### config.mk
export PLATFORM = sky130hd
export DESIGN_NAME = clock_divider_prog
export DESIGN_NICKNAME = d
export VERILOG_FILES = /design/src/rtl/clock_divider_prog.sv
export SDC_FILE = /design/constraint.sdc
export NUM_CORES = 1
export LEC_CHECK = 0
export CAP_MARGIN = 10
export CORE_UTILIZATION = 44
export CTS_CLUSTER_DIAMETER = 150
export DETAILED_ROUTE_END_ITERATION = 6
export PLACE_DENSITY_LB_ADDON = 0.25
export SLEW_MARGIN = 25
export SYNTH_ARGS = -nofsm -noshare
export SYNTH_HDL_FRONTEND = slang
export SYNTH_SLANG_ARGS = --single-unit
### constraint.sdc
create_clock -name clk -period 6.1 [get_ports clk]
set_input_delay 0.915 -clock clk [delete_from_list [all_inputs] [get_ports clk]]
set_output_delay 0.915 -clock clk [all_outputs]
set_load 0.005 [all_outputs]
### src/rtl/clock_divider_prog.sv
// Programmable integer clock divider: registered divided clock plus a period-start tick.
// Divisor changes are staged and take effect only at a period boundary or on sync_clr.
module clock_divider_prog #(
    parameter int CNT_WIDTH   = 16,
    parameter int DEFAULT_DIV = 12
) (
    input  logic                 clk,
    input  logic                 rst_n,
    input  logic                 ena,
    input  logic                 sync_clr,
    input  logic [CNT_WIDTH-1:0] div_in,
    input  logic                 div_load,
    output logic                 div_pending,
    output logic [CNT_WIDTH-1:0] div_active,
    output logic [CNT_WIDTH-1:0] count,
    output logic                 clk_out,
    output logic                 tick
);

    localparam logic [CNT_WIDTH-1:0] DEF_DIV = CNT_WIDTH'(DEFAULT_DIV);
    localparam logic [CNT_WIDTH-1:0] ONE     = CNT_WIDTH'(1);
    localparam logic [CNT_WIDTH-1:0] MIN_DIV = CNT_WIDTH'(2);

    logic [CNT_WIDTH-1:0] pend_div;
    logic [CNT_WIDTH-1:0] div_in_c;
    logic [CNT_WIDTH-1:0] high_len;
    logic [CNT_WIDTH-1:0] next_cnt;
    logic                 wrap;

    function automatic logic [CNT_WIDTH-1:0] clamp_div(input logic [CNT_WIDTH-1:0] x);
        return (x < MIN_DIV) ? MIN_DIV : x;
    endfunction

    always_comb begin
        div_in_c = clamp_div(div_in);
        high_len = div_active - (div_active >> 1);
        wrap     = (count == div_active - ONE);
        next_cnt = count + ONE;
    end

    always_ff @(posedge clk or negedge rst_n) begin
        if (!rst_n) begin
            div_active  <= DEF_DIV;
            count       <= DEF_DIV - ONE;
            clk_out     <= 1'b0;
            tick        <= 1'b0;
            div_pending <= 1'b0;
            pend_div    <= '0;
        end else if (sync_clr) begin
            // Restart parks the counter on the last phase so the next enabled cycle is a wrap.
            clk_out     <= 1'b0;
            tick        <= 1'b0;
            div_pending <= 1'b0;
            if (div_load) begin
                div_active <= div_in_c;
                count      <= div_in_c - ONE;
            end else if (div_pending) begin
                div_active <= pend_div;
                count      <= pend_div - ONE;
            end else begin
                count <= div_active - ONE;
            end
        end else begin
            if (ena) begin
                if (wrap) begin
                    count   <= '0;
                    clk_out <= 1'b1;
                    tick    <= 1'b1;
                    if (div_pending) begin
                        div_active <= pend_div;
                        if (!div_load) begin
                            div_pending <= 1'b0;
                        end
                    end
                end else begin
                    count   <= next_cnt;
                    clk_out <= (next_cnt < high_len);
                    tick    <= 1'b0;
                end
            end else begin
                tick <= 1'b0;
            end
            // A load in the wrap cycle becomes the next staged divisor, the old one applies now.
            if (div_load) begin
                pend_div    <= div_in_c;
                div_pending <= 1'b1;
            end
        end
    end

endmodule

==> flow_summary.yaml <==
sta:
  fin_skew_ns: 0.0129
  fin_crit_ns: 4.49
  slew_headroom: 0.378
  max_freq_mhz: 223
  holdWs_ns: 0.549
  slew_violations: 0
  rsz0062_at_grt: "false"
  setup_viol: 0
  setup-tns-final_ns: 0
  hold_violations: 0
  tightest_slew_ns: 0.933
  fin_ws_ns: 1.61
  post-route-period-util: 0.735
detailed_routing:
  first_pass_iters: 5
  drtAntennaViolNets: 0
  drc: 0
  routed_wl_um: 15700
  detail_route.wl_per_cell_um: 19.0
  vias: 5011
  initialDrtViolationCount: 394
  viasPerCell: 6.09
worst_hold_path:
  hold_class: "reg2reg"
  hold_end: "div_active[2]"
  holdPathStages: 1
  hp-start: "div_active[2]"
global_routing:
  gr-total-overflow: 0
  antenna_found_initial: 0
  track_usage: 0.249
  grt_pass1_wl_um: 25000
  grt_max_degree: 52
  first_global_vias: 4675
die:
  placement_rows: 40
  chipHeight_um: 113
  coreArea_um2: 12000
  initial_core_util: 0.453
  die_x_um: 113
  ios: 56
  die_area_um2: 12800
logic_synthesis:
  synth_cell_types: 73
  synth_edf_count: 0
  synth_top_family_by_area: "compound AO/OA/AOI/OAI gates"
  synth_flop_cell: "dfrtp_1"
  synth_area_leaders: "dfrtp_1, ha_1, xnor2_1"
  ys_ff_latch: 51
  synth_most_common_cell: "ha_1"
  synth_top_area_frac: 0.212
  avgSynthCellArea_um2: 8.45
  synth_cells: 643
  synth_area_leader_cell: "dfrtp_1"
  synth-warning-count: 0
  synth_nets: 716
  synth-simple-area-share: 0.183
  async_reset_ff_frac: 1.00
  ys_top_cells_by_count: "ha_1, nand2_1, dfrtp_1"
  synth_xor_xnor_area_share: 0.136
  synth-compound-area-share: 0.224
  synth_area_um2: 5440
  synthMuxAreaShare: 0.0449
  yosysSeqAreaShare: 0.236
  yosys.area_share.adder: 0.121
critical_path:
  r2r_end: "clk_out"
  cp-end-kind: "flop"
  critPathArrivalTime_ns: 4.68
  reg2reg_depth: 16
  critPathRequiredTime_ns: 6.30
  rrSetupSlack_ns: 1.61
  critical_path.cell_chain: "inv_1, ha_1, nor2_1, o311a_1, o221a_2, o41ai_1, o31ai_1, a221oi_1, xnor2_1, ha_1, a21o_1, a211oi_1, nand4_1, a31oi_1, a211oi_1, a311oi_1"
  crit_type: "reg2reg"
  cpMaxStageDelayCell: "dfstp_2"
  max_stage_delay_ns: 0.59
  critPathLaunchType: "flop"
  crit_fanout: 5
  reg2reg_from: "div_active[2]"
run:
  maxCapViolCount: 0
placement:
  gp_congestion: 0.961
  portBuffers: 55
  place_area_um2: 6050
  hpwl_um: 12200
  pre_cts_ws_ns: 1.69
pwr:
  p_total_w: 0.00192
  power.density_nw_per_um2: 309
  leakagePower_nw: 2.57
  irDropWorstVdd_mv: 0.130
clock_tree:
  postCtsHoldBufs: 0
  cts_tree: "built"
  cts_resized: 0
  htreeDepth: 2
  cts-root-buf: "clkbuf_16"
  clk_pin_slew_worst_paths_ns: 0.08
  numCtsBuffers: 5
  clk_latency_ns: 0.30
  clock-sinks: 51
  clockBufferDepth: 2
  cts_setup_buffers: 0
final_layout:
  fin_area_um2: 6190
  area_growth_pct: 13.9
  diodes: 0
  nNetsFinal: 748
  drive_gt1_frac: 0.0843
outcome:
  status: "completed"
-- per-stage QoR --
stage,instances,util
global placement,815,0.504
floorplan,643,-
global route,823,0.516
detailed placement,815,0.504
finish,823,0.516
CTS,823,0.516
-- where the power goes --
part	switching, W	leakage [nW]	internal, W	total (W)
logic	0.000579	1.91	0.000533	0.00111
clock network	0.000130	0.0740	0.000152	0.000282
registers	0.000123	0.584	0.000399	0.000523
-- cell usage in the layout, fill, tap and decap left out, drive strengths merged, types with 19 or more instances in the layout --
cell / n
ha: 51
o21ai: 25
mux2: 19
o22ai: 19
dfrtp: 46
inv: 40
nor2: 44
a21oi: 41
nand2: 47
clkdlybuf4s50: 54
xnor2: 44
xor2: 30
-- cells by family (layout without fill, tap and decap cells) --
| kind of cell | count (synthesis) | count (layout) |
|---|---|---|
| multiplexers | 22 | 22 |
| AND/OR/NAND/NOR | 195 | 195 |
| adder cells (fa/ha/maj) | 52 | 52 |
| AO/OA/AOI/OAI | 170 | 170 |
| flip-flops | 51 | 51 |
| XOR/XNOR | 78 | 78 |
| buffers and inverters | 75 | 108 |
-- critical path: cells and delay by family (launching register included) --
kind / cells / cell delay [ns]
XOR/XNOR: 1 / 0.18
AND/OR/NAND/NOR: 2 / 0.19
AO/OA/AOI/OAI: 10 / 2.76
flip-flops: 1 / 0.59
adder cells (fa/ha/maj): 2 / 0.55
buffers and inverters: 1 / 0.12
-- area by class of cell --
| class | instances | area (µm²) |
|---|---|---|
| inverters | 40 | 150 |
| well taps | 147 | 184 |
| multi-input cells | 517 | 3850 |
| fillers | 1139 | 5820 |
| clock buffers | 5 | 125 |
| repair buffers | 60 | 583 |
| clock inverters | 3 | 18.8 |
| flip-flops and latches | 51 | 1280 |
-- flip-flops by register name, summed over array words and instances, names as in the netlist --
signal,cells
div_active,16
count,16
pend_div,16
div_pending,1
clk_out,1
tick,1
-- metal layers --
metal,routed length (µm),up-vias,track usage
met4,307,0,0.0632
li1,-,2419,-
met5,0,-,0
met2,7300,165,0.414
met3,813,19,0.0241
met1,7260,2408,0.346
-- worst max-delay path by stage --
stage	from	endpoint	slack, ns	depth (start not counted)
floorplan	div_active[2]	clk_out	2.22	16
global placement	div_active[2]	clk_out	1.84	16
detailed placement	div_active[2]	clk_out	1.69	16
CTS	div_active[2]	clk_out	1.65	16
global route	div_active[3]	clk_out	1.29	16
finish	div_active[2]	clk_out	1.61	16
No activity file was read; power rests on OpenSTA's default activity.
